$ cat config.mk
export PLATFORM = sky130hd
export DESIGN_NAME = alu_cmd_issuer
export DESIGN_NICKNAME = d
export VERILOG_FILES = /design/src/rtl/alu_cmd_issuer.sv
export SDC_FILE = /design/constraint.sdc
export NUM_CORES = 1
export LEC_CHECK = 0
export BUFFER_PORTS_ARGS = -buffer_cell sky130_fd_sc_hd__clkbuf_2
export CORE_AREA = 3 3 225 227
export DETAILED_ROUTE_END_ITERATION = 12
export DIE_AREA = 0 0 228 230
export MAX_ROUTING_LAYER = met4
export PLACE_DENSITY = 0.65
export SYNTH_ARGS = -nofsm -noshare
export SYNTH_HDL_FRONTEND = slang
export SYNTH_SLANG_ARGS = --single-unit
$ cat constraint.sdc
create_clock -name clk -period 17.2 [get_ports clk]
set_input_delay 0.86 -clock clk [delete_from_list [all_inputs] [get_ports clk]]
set_output_delay 0.86 -clock clk [all_outputs]
set_load 0.03 [all_outputs]
$ cat src/rtl/alu_cmd_issuer.sv
// Command FIFO plus single-in-flight issuer for the tiny ALU start/done handshake.
// Optional WAIT watchdog enabled by defining ALU_ISSUER_TIMEOUT_EN.
module alu_cmd_issuer #(
  parameter int unsigned DEPTH   = 4,
  parameter int unsigned TIMEOUT = 1024
) (
  input  logic                     clk,
  input  logic                     reset,
  input  logic                     cmd_valid,
  output logic                     cmd_ready,
  input  logic [31:0]              cmd_a,
  input  logic [31:0]              cmd_b,
  input  logic                     cmd_sv,
  input  logic                     cmd_prefix,
  input  logic [7:0]               cmd_op,
  output logic                     alu_start,
  output logic [31:0]              alu_a,
  output logic [31:0]              alu_b,
  output logic                     alu_sv,
  output logic                     alu_op_prefix,
  output logic [7:0]               alu_op,
  input  logic                     alu_done,
  input  logic [63:0]              alu_result,
  input  logic [7:0]               alu_err,
  input  logic                     alu_gp,
  output logic                     rsp_valid,
  input  logic                     rsp_ready,
  output logic [63:0]              rsp_result,
  output logic [7:0]               rsp_err,
  output logic                     rsp_gp,
  output logic [7:0]               rsp_op,
  output logic [$clog2(DEPTH):0]   fifo_count
);

  localparam int unsigned AW = $clog2(DEPTH);
  localparam int unsigned CW = AW + 1;

  typedef struct packed {
    logic [31:0] a;
    logic [31:0] b;
    logic        sv;
    logic        prefix;
    logic [7:0]  op;
  } entry_t;

  typedef enum logic [1:0] {StIdle, StIssue, StWait, StResp} state_e;

  entry_t          mem_q [DEPTH];
  logic [AW-1:0]   wr_ptr_q, rd_ptr_q;
  logic [CW-1:0]   count_q;
  state_e          state_q;

  entry_t          head;
  entry_t          cmd_entry;
  logic            empty, head_legal, push, pop, timeout_hit;

  assign head       = mem_q[rd_ptr_q];
  assign empty      = (count_q == '0);
  assign head_legal = (head.op <= 8'd10);
  assign cmd_ready  = (count_q != CW'(DEPTH));
  assign fifo_count = count_q;
  assign push       = cmd_valid && cmd_ready;
  assign cmd_entry  = '{a: cmd_a, b: cmd_b, sv: cmd_sv, prefix: cmd_prefix, op: cmd_op};

  // Head leaves the FIFO only once its response is decided.
  assign pop = ((state_q == StIdle) && !empty && !head_legal) ||
               ((state_q == StWait) && (alu_done || timeout_hit));

`ifdef ALU_ISSUER_TIMEOUT_EN
  localparam int unsigned TW = $clog2(TIMEOUT + 1);
  logic [TW-1:0] wait_cnt_q;

  assign timeout_hit = (wait_cnt_q == TW'(TIMEOUT - 1));

  always_ff @(posedge clk or posedge reset) begin
    if (reset) begin
      wait_cnt_q <= '0;
    end else if (state_q != StWait) begin
      wait_cnt_q <= '0;
    end else if (!timeout_hit) begin
      wait_cnt_q <= wait_cnt_q + 1'b1;
    end
  end
`else
  // TIMEOUT has no effect in this build.
  assign timeout_hit = (TIMEOUT == 0) & 1'b0;
`endif

  always_ff @(posedge clk or posedge reset) begin
    if (reset) begin
      for (int i = 0; i < int'(DEPTH); i++) mem_q[i] <= '0;
      wr_ptr_q <= '0;
      rd_ptr_q <= '0;
      count_q  <= '0;
    end else begin
      if (push) begin
        mem_q[wr_ptr_q] <= cmd_entry;
        wr_ptr_q        <= wr_ptr_q + 1'b1;
      end
      if (pop) rd_ptr_q <= rd_ptr_q + 1'b1;
      case ({push, pop})
        2'b10:   count_q <= count_q + 1'b1;
        2'b01:   count_q <= count_q - 1'b1;
        default: count_q <= count_q;
      endcase
    end
  end

  always_ff @(posedge clk or posedge reset) begin
    if (reset) begin
      state_q       <= StIdle;
      alu_start     <= 1'b0;
      alu_a         <= '0;
      alu_b         <= '0;
      alu_sv        <= 1'b0;
      alu_op_prefix <= 1'b0;
      alu_op        <= '0;
      rsp_valid     <= 1'b0;
      rsp_result    <= '0;
      rsp_err       <= '0;
      rsp_gp        <= 1'b0;
      rsp_op        <= '0;
    end else begin
      alu_start <= 1'b0;
      unique case (state_q)
        StIdle: begin
          if (!empty) begin
            if (head_legal) begin
              state_q       <= StIssue;
              alu_start     <= 1'b1;
              alu_a         <= head.a;
              alu_b         <= head.b;
              alu_sv        <= head.sv;
              alu_op_prefix <= head.prefix;
              alu_op        <= head.op;
            end else begin
              state_q    <= StResp;
              rsp_valid  <= 1'b1;
              rsp_result <= '0;
              rsp_err    <= 8'hFF;
              rsp_gp     <= 1'b0;
              rsp_op     <= head.op;
            end
          end
        end
        StIssue: state_q <= StWait;
        StWait: begin
          if (alu_done) begin
            state_q    <= StResp;
            rsp_valid  <= 1'b1;
            rsp_result <= alu_result;
            rsp_err    <= alu_err;
            rsp_gp     <= alu_gp;
            rsp_op     <= head.op;
          end else if (timeout_hit) begin
            state_q    <= StResp;
            rsp_valid  <= 1'b1;
            rsp_result <= '0;
            rsp_err    <= 8'hFE;
            rsp_gp     <= 1'b0;
            rsp_op     <= head.op;
          end
        end
        StResp: begin
          if (rsp_ready) begin
            state_q   <= StIdle;
            rsp_valid <= 1'b0;
          end
        end
        default: state_q <= StIdle;
      endcase
    end
  end

endmodule

======== Word level (Yosys, flattened, before mapping) ========
Index checks and enable logic that the tools add are counted.
cells by class
  add/sub/neg operators ................... 4
  multipliers ............................. 0
  div/mod/pow operators ................... 0
  magnitude comparators ................... 4
  equal/unequal tests ..................... 10
  shifts and indexed selects .............. 0
  mux-type cells .......................... 36
  bitwise logic cells ..................... 3
  reduce and logical (&&, ||, !) cells .... 17
operator list
  cell                                                             number
  bitwise mux 296 bit                                              1
  two-way mux 74 bit                                               3
  two-way mux 64 bit                                               3
  binary-select mux 74 bit (select 2 bit)                          1
  demux 74 bit (select 2 bit)                                      1
  case mux 64 bit (2 select lines)                                 1
  two-way mux 8 bit                                                6
  case mux 8 bit (2 select lines)                                  2
  two-way mux 1 bit                                                10
  less-or-equal comparator 8 x 4 -> 1 bit (second input constant)  1
  two-way mux 2 bit                                                4
  != test 2 bit (second input constant)                            4
  case mux 2 bit (4 select lines)                                  1
  equality test 2 bit (second input constant)                      3
  >= comparator 3 bit (second input constant)                      2
  inverter 2 -> 3 bit                                              2
  case mux 3 bit (2 select lines)                                  1
  AND reduction 3 bit                                              2
  logical AND 1 bit                                                5
  AND reduction 5 bit                                              1
  adder 2 x 1 -> 2 bit (second input constant)                     2
  equality test 2 x 1 -> 1 bit (second input constant)             2
  AND reduction 4 bit                                              1
  nonzero test 2 bit                                               2
  other kinds (12)                                                 13
word-level totals
  bits in registers ....................... 462
  bits in latches ......................... 0
  RAM bits ................................ 0
  memory bits (read-only) ................. 0
  output and inout bits ................... 161
  word-level logic and storage cells ...... 109
  memories kept ........................... 0

======== Logic depth before layout (Yosys ltp) ========
Gate-level depths: netlist (run 1).
  depth in word-level cells ............... 10
  depth in mapped cells ................... 12

======== Least setup slack after synthesis (run 1) ========
No wires, ideal clock.
  path kind ............................... register -> register
  start ................................... reg rd_ptr_q[1]
  end ..................................... reg count_q[2], in the netlist fifo_count[2]
  setup time .............................. 139 ps
  arrival ................................. 2620 ps
  required time ........................... 17061 ps
  slack ................................... 14442 ps
  stages on the path, launching flop included .. 12
  buffers on the path ..................... 1
  clock period less this slack ............ 2758 ps
  path through ............................ dfrtp_1 -> buf_1 -> mux4_2 -> or4_4 -> a21oi_1 -> o21ai_0 -> ha_1 -> inv_1 -> fa_1 -> xor2_1 -> nor2_1 -> xor2_1
on the way
  longest elaborated chain between the ends .. 10
  elaborated cells on any way between the ends .. 12
ends and longest elaborated chain
  item                                                                   RTL line  text
  start: declaration                                                     49        logic [AW-1:0] wr_ptr_q, rd_ptr_q;
  start signal: assignment                                               100       if (pop) rd_ptr_q <= rd_ptr_q + 1'b1;
  inverter 2 -> 3 bit (implied by the code) (*)                          57        assign head = mem_q[rd_ptr_q];
  binary-select mux 74 bit (select 2 bit) (*)                            57
  two-way mux 74 bit (implied by the code) (*) (2 in series)             57
  less-or-equal comparator 8 x 4 -> 1 bit (*)                            59        assign head_legal = (head.op <= 8'd10);
  logical NOT 1 bit (*)                                                  66        assign pop = ((state_q == StIdle) && !empty && !head_legal) ||
  logical AND 1 bit (*)                                                  66
  logical OR 1 bit (*)                                                   66
  equality test 2 x 1 -> 1 bit or equality test 2 bit (tied branches)    101       case ({push, pop})
  case mux 3 bit (2 select lines) or nonzero test 2 bit (tied branches)  n/a
  end signal: assignment                                                 102       2'b10: count_q <= count_q + 1'b1;
  end signal: assignment                                                 103       2'b01: count_q <= count_q - 1'b1;
  end signal: assignment                                                 104       default: count_q <= count_q;
  end: declaration                                                       50        logic [CW-1:0] count_q;
Every way passes the cells marked *; elsewhere a longest branch is shown, timed or not. The select of a mux whose other input is x is not followed.
A chain may end at the register's enable or synchronous reset.

======== Worst setup path in the final report (run 1) ========
  start ................................... reg rd_ptr_q[0]
  end ..................................... reg alu_a[29]
on the way
  longest elaborated chain between the ends .. 6
ends and longest elaborated chain
  item                                                        RTL line  text
  inverter 2 -> 3 bit (implied by the code) (*)               57
  binary-select mux 74 bit (select 2 bit) (*)                 57
  two-way mux 74 bit (implied by the code) (*) (2 in series)  57
  less-or-equal comparator 8 x 4 -> 1 bit                     59
  AND reduction 3 bit (no source line)                        n/a
  end signal: assignment                                      131       alu_a <= head.a;
  end: declaration                                            17        output logic [31:0] alu_a,
Marks and branches as above.

==> results of run 1 <==
==> per-layer routing <==
| layer | up-vias | GRT usage (%) |
|---|---|---|
| met5 | - | - |
| met3 | 54 | 5.39 |
| met2 | 286 | 26.5 |
| met4 | 0 | 4.03 |
| met1 | 5729 | 22.6 |
| li1 | 4829 | - |
==> cells by family (layout without fill, tap and decap cells) <==
group	after synthesis	in the layout	synth area share, %
and+or+nand+nor	25	25	0.691
AOI/OAI and AO/OA	91	91	3.99
DFF	462	462	60.8
buffers and inverters	85	430	2.44
muxes	450	450	31.1
other	0	10	0
xor gates and xnor gates	6	6	0.277
adders and majority gates	10	10	0.698
==> report_power, final <==
part           internal [W]  switching (W)
Clock              0.000637       0.000438
Sequential          0.00162       0.000303
Combinational      0.000964       0.000958
Total               0.00322        0.00170
==> cells in the mapped netlist <==
library cell  instances
a211oi_1              1
a21o_1                3
a21oi_1               5
a221oi_1              1
a22o_1               65
a31o_1                1
a31oi_1               1
and2_1                2
buf_1                 3
buf_2                 4
buf_4                 7
buf_6                15
clkbuf_1             45
dfrtp_1             462
fa_1                  1
ha_1                  9
inv_1                11
mux2_1               42
mux2_2              330
mux2_4                2
mux2i_1               2
mux4_2               74
nand2_1               8
nand2b_1              2
nand3_1               1
nor2_1                3
nor2_2                1
nor2b_1               5
nor3_1                1
o21ai_0               3
o21bai_1              1
o22a_1                8
o31ai_1               1
o32a_1                1
or3_1                 1
or4_4                 1
xnor2_1               2
xor2_1                4
==> area by class of cell <==
class	count	area, um^2
well taps	664	831
repair buffers	327	1670
diodes	10	25.0
clock buffers	77	1510
flip-flops and latches	462	11600
fillers	4288	26000
clock inverters	15	158
inverters	11	48.8
multi-input cells	582	7030
==> worst max-delay path, delay by kind of cell, from the launching register on <==
kind | cells | cell delay [ns]
muxes | 2 | 1.04
and+or+nand+nor | 2 | 0.70
buffers and inverters | 2 | 1.46
DFF | 1 | 0.83
AOI/OAI and AO/OA | 1 | 0.26
==> path summary, 6_finish.rpt <==
path                                     start        endpoint
min in group clk                alu_result[44]  rsp_result[44]
worst min register to register       alu_a[20]       alu_a[20]
worst max-delay path               rd_ptr_q[0]       alu_a[29]
worst max register to register     rd_ptr_q[0]       alu_a[29]
worst min-delay path                     reset  rsp_result[61]
max in group asynchronous                reset      mem_q[135]
==> registers in the layout, indices dropped and copies added, names as in the netlist, 2 cells and up <==
register,flops
rsp_err,8
alu_op,8
alu_b,32
state_q,2
rd_ptr_q,2
alu_a,32
rsp_op,8
mem_q,296
wr_ptr_q,2
fifo_count,3
rsp_result,64
==> metrics by stage <==
| stage | instance area, um^2 | util, % | hold slack, ns |
|---|---|---|---|
| 6_report | 22800 | 46.8 | 0.439 |
| 5_1_grt | 22800 | 46.8 | 0.461 |
| 4_1_cts | 22800 | 46.7 | 0.447 |
| 3_5_place_dp | 21100 | 43.3 | 0.475 |
| 2_1_floorplan | 19000 | - | 0.474 |
| 3_3_place_gp | 21100 | 43.3 | 0.467 |
==> summary.txt, run 1 <==
Status
  – Outcome: complete, no violations

Global routing
  – Initial antenna violation count: 10
  – GRT Overall Usage: 17.2%
  – Largest net degree at the start of global routing: 126
  – Final global-route overflow total: 0
  – Vias in the first global route: between 10000 and 15000
  – First-pass GRT wire length: roughly 70000 um

Detailed routing
  – WL met1: approximately 19000 um
  – DR vias: about 11000
  – Top Metal Used: met4
  – Wirelength, routed: 43200 um
  – DR WL/cell: about 20 um
  – Drt pass-1 iters: 4
  – Vias/cell: between 5 and 6
  – Metal2 WL: between 20000 and 25000 um
  – Iteration-0 DRC Markers: between 400 and 500
  – Antenna viol nets, final: 0
  – DRC violations left: 0
  – Routed wl met3: 2930 um

Setup path
  – CP endpoint kind: flip-flop
  – Startpoint types: flip-flop
  – Critical Path Max Stage Delay: around 0.9 ns
  – Worst reg2reg setup slack: 12.60 ns
  – Reg2Reg Depth: 7
  – Crit path required time: ~18 ns
  – Critical path class: flip-flop to flip-flop
  – Critical path's most frequent cell: buf_4
  – CP Data Arrival Time: between 5 and 6 ns
  – Worst Path Max Fanout: 47
  – CP max stage cell: buf_4
  – Crit-path cells: buf_4 -> mux4_2 -> or4_4 -> a21o_1 -> nor2_4 -> buf_4 -> mux2_2

Place
  – Placed cells: approximately 2000
  – Port Buf Inserts: approximately 310
  – Place WS: roughly 12 ns
  – GPL Wtd Cong: ~0.82
  – Hpwl dp: between 20000 and 30000 um

STA
  – Worst slew pin tran: 1.01 ns
  – Tcrit/Tclk final: around a quarter
  – Rel. slew slack: roughly a third
  – Final Skew: between 0.02 and 0.025 ns
  – RSZ-0062 raised after global routing: false
  – Final setup viols: 0
  – Fin worst setup slack: 12.60 ns
  – Final Max Tran Viols: 0
  – Achievable Freq: roughly 220 MHz
  – Hold Fails Final Rpt: 0
  – Final setup TNS: 0 ns
  – Clock period minus final worst setup slack: around 4.6 ns

Clocking
  – CTS tree: yes
  – Total CTS buffers: 50
  – Clock Latency Late Sink: just under 0.6 ns
  – Worst-path clk slew: about 0.060 ns
  – Root Buffer: clkbuf_16
  – Hold-fix buffers, CTS: 0
  – H-tree depth: 2
  – Number of gates resized after cts: 0
  – Postcts setup bufs: 0
  – CTS max path bufs: 3
  – CTS sink cnt: 462

Floorplan
  – Chip Width: 228 um
  – Initial Utilization: between 30% and 40%
  – I/O Pins: approximately 310
  – Core area: 48800 um^2
  – Die Area: 52400 um^2
  – Row count: between 80 and 90
  – Die Span Y: roughly 230 um

Synthesis
  – Post-Syn Area: roughly 19000 um^2
  – Synth area leaders: dfrtp_1, mux2_2, mux4_2, a22o_1, mux2_1
  – Post-synth top area cell: dfrtp_1
  – Yosys reg bits: 462
  – Cell count after synthesis: 1129
  – Post-synth top area share: between 60 and 70%
  – Mapped Avg Cell Area: about 17 um^2
  – Syn nets: approximately 1300
  – Register area share after synthesis: between 60% and 70%
  – Synth cell types: 38
  – Ys Warns: 0

Power
  – Maximum VDD drop: ~0.13 mV
  – Leakage: between 10 and 15 nW
  – Power Density: between 200 and 250 nW/um^2
  – Design Power: 0.00492 W

Hold path
  – Worst hold path type: input pin to async pin

Cells and area
  – Most frequent cells in the layout: dfrtp_1, mux2_2, clkbuf_2
  – Share of layout cells above drive strength 1: ~56%
  – Most common cell after layout, fill and taps aside: dfrtp_1
  – Area grow syn2layout: 20.2%
  – Nets: ~1600
  – Fin cells: between 2000 and 2500

Flow run
  – Max-Cap Viols: 0
Power figures use the tool's default switching activity.
==> inputs of run 2 (changes only) <==
- PLACE_DENSITY: 0.65 -> 0.68
- clock period: 17.2 -> 4.15 ns (I/O delays scaled with it)
==> summary.txt, run 2 (same netlist as run 1, synthesis figures left out) <==
Detailed routing
  – Drt pass-1 iters: 5 (was 4)
  – DR WL/cell: 19.6 um (was 20.1 um)
  – DRC violations left: 0 (unchanged)
  – DR vias: 11500 (was 10900)
  – Antenna viol nets, final: 0 (unchanged)
  – Wirelength, routed: 45000 um (was 43200 um)
  – Iteration-0 DRC Markers: 381 (was 437)
  – Vias/cell: 5.03 (was 5.07)

Floorplan
  – Chip Width: 228 um (unchanged)
  – Initial Utilization: 38.9% (unchanged)
  – Core area: 48800 um^2 (unchanged)
  – I/O Pins: 313 (unchanged)
  – Die Area: 52400 um^2 (unchanged)
  – Die Span Y: 230 um (unchanged)
  – Row count: 81 (unchanged)

Setup path
  – Startpoint types: flip-flop (unchanged)
  – CP endpoint kind: flip-flop (unchanged)
  – CP Data Arrival Time: 3.71 ns (was 5.05 ns)
  – Crit path required time: 4.61 ns (was 17.66 ns)
  – Critical path class: flip-flop to flip-flop (unchanged)
  – Worst reg2reg setup slack: 0.90 ns (was 12.60 ns)
  – Worst Path Max Fanout: 36 (was 47)

STA
  – Final setup viols: 0 (unchanged)
  – Tcrit/Tclk final: 78.4% (was 26.7%)
  – Worst slew pin tran: 1.04 ns (was 1.01 ns)
  – Hold Fails Final Rpt: 0 (unchanged)
  – Rel. slew slack: 30.8% (was 32.7%)
  – Final Max Tran Viols: 0 (unchanged)
  – Final Skew: 0.0222 ns (was 0.0228 ns)
  – Clock period minus final worst setup slack: 3.25 ns (was 4.60 ns)
  – Achievable Freq: 307 MHz (was 218 MHz)
  – RSZ-0062 raised after global routing: false (unchanged)

Flow run
  – Max-Cap Viols: 0 (unchanged)

Clocking
  – H-tree depth: 2 (unchanged)
  – Clock Latency Late Sink: 0.60 ns (was 0.58 ns)
  – CTS sink cnt: 462 (unchanged)
  – Total CTS buffers: 52 (was 50)
  – CTS tree: yes (unchanged)
  – Worst-path clk slew: 0.06 ns (about the same)
  – CTS max path bufs: 3 (unchanged)
  – Number of gates resized after cts: 0 (unchanged)
  – Root Buffer: clkbuf_16 (unchanged)
  – Postcts setup bufs: 0 (unchanged)

Cells and area
  – Fin util: 50.1% (was 46.8%)
  – Nets: 1753 (was 1596)
  – Fin cells: 2293 (was 2148)
  – Regs by FF count: mem_q (296), rsp_result (64) (unchanged)
  – Share of layout cells above drive strength 1: 51.2% (was 55.9%)
  – Max reg flops: 296 (unchanged)
  – Reg with most FFs: mem_q (unchanged)
  – Most frequent cells in the layout: dfrtp_1, mux2_2, clkbuf_2 (unchanged)
  – Most common cell after layout, fill and taps aside: dfrtp_1 (unchanged)
  – Area grow syn2layout: 28.8% (was 20.2%)

Power
  – Power Density: 845 nW/um^2 (was 215 nW/um^2)
  – Flop pwr share: 37.9% (was 39.0%)
  – Combinational fraction of design power: 40.0% (was 39.1%)
  – Leakage: 11.2 nW (was 10.5 nW)
  – P_int: 0.0135 W (was 0.00322 W)
  – Switching share of power: 34.5% (was 34.6%)
  – Clock share of power: 22.1% (was 21.9%)
  – Psw: 0.00714 W (was 0.00170 W)
  – Maximum VDD drop: 0.510 mV (was 0.126 mV)

Place
  – Hpwl dp: 27700 um (was 27200 um)
  – Placed cells: 2053 (was 2046)
  – Port Buf Inserts: 312 (unchanged)
  – GPL Wtd Cong: 0.921 (was 0.822)

Global routing
  – GRT Overall Usage: 17.9% (was 17.2%)
  – First-pass GRT wire length: 72900 um (was 69600 um)
  – Final global-route overflow total: 0 (unchanged)
  – Largest net degree at the start of global routing: 107 (was 126)
  – Vias in the first global route: 12800 (was 11800)
  – Initial antenna violation count: 1 (was 10)

Hold path
  – Worst hold path type: input pin to flip-flop (was input pin to async pin)

Status
  – Outcome: complete, no violations (unchanged)
-- run 2: changes by cell type in the layout (fill, tap and decap cells not counted), sizes merged --
| cell | change |
|---|---|
| diode | -9 |
| dlygate4sd3 | +148 |
| buf | +7 |
| clkinv | -1 |
| inv | +1 |
| clkinvlp | +3 |
| bufinv | +1 |
| clkbuf | -5 |
-- run 2: layout make-up --
cell class | instances | area, um^2
Fill cell | 4113 | 24400
Sequential cell | 462 | 11600
Multi-Input combinational cell | 582 | 7030
Timing Repair Buffer | 482 | 3280
Clock buffer | 72 | 1500
Tap cell | 664 | 831
Clock inverter | 19 | 221
Inverter | 11 | 45.0
Antenna cell | 1 | 2.50
-- run 2: final timing paths --
path                              from          to  cells past startpoint
max reg2reg                rd_ptr_q[0]   alu_b[29]                      6
max in group asynchronous        reset  mem_q[116]                      4
min                          rsp_ready  state_q[0]                      3
max                        rd_ptr_q[0]   alu_b[29]                      6
min reg2reg                  alu_a[21]   alu_a[21]                      1
min in group asynchronous        reset   mem_q[18]                      3
-- run 2: repair_timing --
| item | in CTS | in global routing |
|---|---|---|
| endpoints found under the hold margin | 399 | 0 |
| hold buffers | 148 | 0 |
| setup endpoints to repair | 0 | 0 |
-- run 2: power by group through the flow --
stage | clock, W | combinational [W] | sequential (W)
3_3_place_gp | 0 | 0.00808 | 0.00778
5_1_grt | 0.00491 | 0.00893 | 0.00811
2_1_floorplan | 0 | 0.00530 | 0.00879
3_5_place_dp | 0 | 0.00827 | 0.00791
4_1_cts | 0.00473 | 0.00842 | 0.00783
6_report | 0.00457 | 0.00828 | 0.00783
-- run 2: metrics by stage --
stage | area (um^2) | hold slack, ns | setup slack, ns | setup TNS, ns | power, W
5_1_grt | 24500 | 0.0774 | 0.661 | 0 | 0.0219
3_5_place_dp | 21300 | 0.428 | 0.802 | 0 | 0.0162
6_report | 24500 | 0.0697 | 0.897 | 0 | 0.0207
4_1_cts | 24500 | 0.0254 | 0.792 | 0 | 0.0210
3_3_place_gp | 21300 | 0.422 | 0.845 | 0 | 0.0159
2_1_floorplan | 19000 | 0.334 | -2.31 | -1067.43 | 0.0141
-- run 2: per-layer routing --
| metal | vias up | wire length (um) | global-route usage [%] |
|---|---|---|---|
| met4 | 0 | 1180 | 5.56 |
| met1 | 6020 | 19700 | 22.5 |
| li1 | 5127 | - | - |
| met3 | 78 | 2600 | 4.29 |
| met5 | - | 0 | - |
| met2 | 310 | 21600 | 29.0 |
-- run 2: critical path: stages, from the launching register on --
cell	delay [ns]
dfrtp_4	0.56
buf_4	0.48
mux4_2	0.64
a21o_1	0.28
nor2_4	0.46
buf_12	0.32
mux2_1	0.37
==> inputs of run 3 (changes only) <==
- clock period: 4.15 -> 2.85 ns (I/O delays scaled with it)
==> summary.txt, run 3 (same netlist as run 1, synthesis figures left out) <==
Hold path
  – Worst hold path type: input pin to async pin (was input pin to flip-flop)

Cells and area
  – Share of layout cells above drive strength 1: 53.4% (was 51.2%)
  – Most frequent cells in the layout: dfrtp_1, mux2_2, clkbuf_2 (unchanged)
  – Most common cell after layout, fill and taps aside: dfrtp_1 (unchanged)
  – Area grow syn2layout: 31.7% (was 28.8%)
  – Fillcell total: 4040 (was 4113)
  – Nets: 1785 (was 1753)
  – Regs by FF count: mem_q (296), rsp_result (64) (unchanged)
  – Max reg flops: 296 (unchanged)
  – Reg with most FFs: mem_q (unchanged)
  – Fin area: 25000 um^2 (was 24500 um^2)

STA
  – RSZ-0062 raised after global routing: true (was false)
  – Achievable Freq: 346 MHz (was 307 MHz)
  – Fin worst setup slack: -0.0379 ns (was 0.897 ns)
  – Final setup viols: 33 (was 0)
  – Final Skew: 0.0101 ns (was 0.0222 ns)
  – Worst slew pin tran: 0.930 ns (was 1.04 ns)
  – Clock period minus final worst setup slack: 2.89 ns (was 3.25 ns)
  – Final setup TNS: -0.604 ns (was 0 ns)
  – Tcrit/Tclk final: 101% (was 78.4%)
  – Final Max Tran Viols: 0 (unchanged)
  – Rel. slew slack: 38.0% (was 30.8%)
  – Hold Fails Final Rpt: 0 (unchanged)

Floorplan
  – Die Area: 52400 um^2 (unchanged)
  – Core area: 48800 um^2 (unchanged)
  – Row count: 81 (unchanged)
  – I/O Pins: 313 (unchanged)
  – Chip Width: 228 um (unchanged)
  – Initial Utilization: 38.9% (unchanged)
  – Die Span Y: 230 um (unchanged)

Clocking
  – CTS max path bufs: 3 (unchanged)
  – CTS sink cnt: 462 (unchanged)
  – CTS tree: yes (unchanged)
  – Worst-path clk slew: 0.06 ns (about the same)
  – H-tree depth: 2 (unchanged)
  – Root Buffer: clkbuf_16 (unchanged)
  – Total CTS buffers: 50 (was 52)
  – Clock Latency Late Sink: 0.58 ns (was 0.60 ns)

Setup path
  – CP max stage cell: or4_4 (was mux4_2)
  – Worst path buffer plus inverter count: 5 (was 2)
  – Crit path required time: 3.36 ns (was 4.61 ns)
  – Critical path class: flip-flop to flip-flop (unchanged)
  – CP Data Arrival Time: 3.40 ns (was 3.71 ns)
  – Crit. Startpoint: rd_ptr_q[0] (unchanged)
  – Crit-path cells: mux4_2 -> or4_4 -> buf_6 -> a21o_1 -> buf_6 -> buf_6 -> a21oi_4 -> buf_4 -> buf_12 -> a22o_1 (was buf_4 -> mux4_2 -> a21o_1 -> nor2_4 -> buf_12 -> mux2_1)
  – Critical path's most frequent cell: buf_6
  – Reg2reg start: rd_ptr_q[0] (unchanged)
  – Worst Path Max Fanout: 33 (was 36)
  – Critical Path Max Stage Delay: 0.57 ns (was 0.64 ns)
  – CP top delay family: buffers and inverters (was multiplexers)
  – CP endpoint kind: flip-flop (unchanged)
  – Startpoint types: flip-flop (unchanged)

Global routing
  – GRT Overall Usage: 18.0% (was 17.9%)
  – First-pass GRT wire length: 73300 um (was 72900 um)
  – Initial antenna violation count: 3 (was 1)
  – Vias in the first global route: 12800 (about the same)
  – Final global-route overflow total: 0 (unchanged)
  – Largest net degree at the start of global routing: 102 (was 107)

Detailed routing
  – Drt pass-1 iters: 6 (was 5)
  – DR WL/cell: 20.1 um (was 19.6 um)
  – Vias/cell: 5.07 (was 5.03)
  – Wirelength, routed: 46900 um (was 45000 um)
  – DR vias: 11800 (was 11500)
  – DRC violations left: 0 (unchanged)
  – Antenna viol nets, final: 0 (unchanged)
  – Iteration-0 DRC Markers: 443 (was 381)

Status
  – Outcome: finished with violations (was complete, no violations)
  – Failing checks: negative setup slack

Power
  – Power Density: 1250 nW/um^2 (was 845 nW/um^2)
  – Leakage: 11.5 nW (was 11.2 nW)
  – Maximum VDD drop: 0.592 mV (was 0.510 mV)

Place
  – GPL Wtd Cong: 0.895 (was 0.921)
  – Hpwl dp: 28700 um (was 27700 um)
  – Cell Area, Placed: 21600 um^2 (was 21300 um^2)
  – Port Buf Inserts: 312 (unchanged)

Flow run
  – Max-Cap Viols: 0 (unchanged)
## run 3: changes by cell type in the layout (fill, tap and decap cells not counted), moves of 4 or more
| cell | change |
|---|---|
| mux2_4 | +27 |
| mux2_1 | -25 |
| buf_12 | +14 |
| buf_4 | +10 |
| buf_6 | +5 |
| clkbuf_1 | +4 |
| clkbuf_16 | +4 |
## run 3: path summary, 6_finish.rpt
check                                  to  slack, ns  cells after the start
min                              mem_q[2]       0.20                      3
max                        rsp_result[35]      -0.04                     10
min reg2reg                     alu_b[16]       0.49                      1
max in group asynchronous  rsp_result[57]       1.60                      4
max reg2reg                rsp_result[35]      -0.04                     10
min in group clk              wr_ptr_q[0]       0.21                      3
## run 3: routing by layer
layer / global-route usage (%) / wire, um
met5: - / 0
met4: 4.54 / 1260
met3: 4.87 / 2920
met2: 28.7 / 22500
met1: 23.0 / 20200
## run 3: timing repair
item	4_1_cts	5_1_grt
pin swaps	2	16
setup endpoints to repair	105	107
gates cloned	0	6
buffers inserted	1	3
hold endpoints to repair	386	0
hold buffers	150	0
resized for setup	5	34
## run 3: metrics by stage
| stage | utilization [%] | setup WS, ns | std cells | power [W] | hold WS [ns] |
|---|---|---|---|---|---|
| after floorplan | - | -3.55 | 1129 | 0.0205 | 0.269 |
| after global placement | 44.2 | -0.0136 | 2075 | 0.0236 | 0.262 |
| after detailed placement | 44.2 | -0.0369 | 2075 | 0.0240 | 0.274 |
| after CTS | 50.7 | -0.0315 | 2315 | 0.0309 | 0.171 |
| after global routing | 51.2 | -0.102 | 2327 | 0.0331 | 0.207 |
| final | 51.2 | -0.0379 | 2327 | 0.0314 | 0.205 |
## run 3: worst reg2reg max path: cells and delay by family, from the launching register on
kind,cells,cell delay (ns)
compound gates,3,0.53
simple gates,1,0.57
flops,1,0.48
mux,1,0.53
buf+inv,5,0.72
## run 3: where the power goes
part | switching (W) | internal, W
clock network | 0.00263 | 0.00383
logic | 0.00660 | 0.00689
registers | 0.00163 | 0.00976
total | 0.0109 | 0.0205
## run 3: area by class of cell
type,count,area (um^2),share of cell area (%)
Sequential cell,462,11600,46.2
Multi-Input combinational cell,582,7140,28.5
Timing Repair Buffer,516,3790,15.1
Clock buffer,75,1510,6.03
Tap cell,664,831,3.32
Clock inverter,14,135,0.540
Inverter,11,45.0,0.180
Antenna cell,3,7.51,0.0300
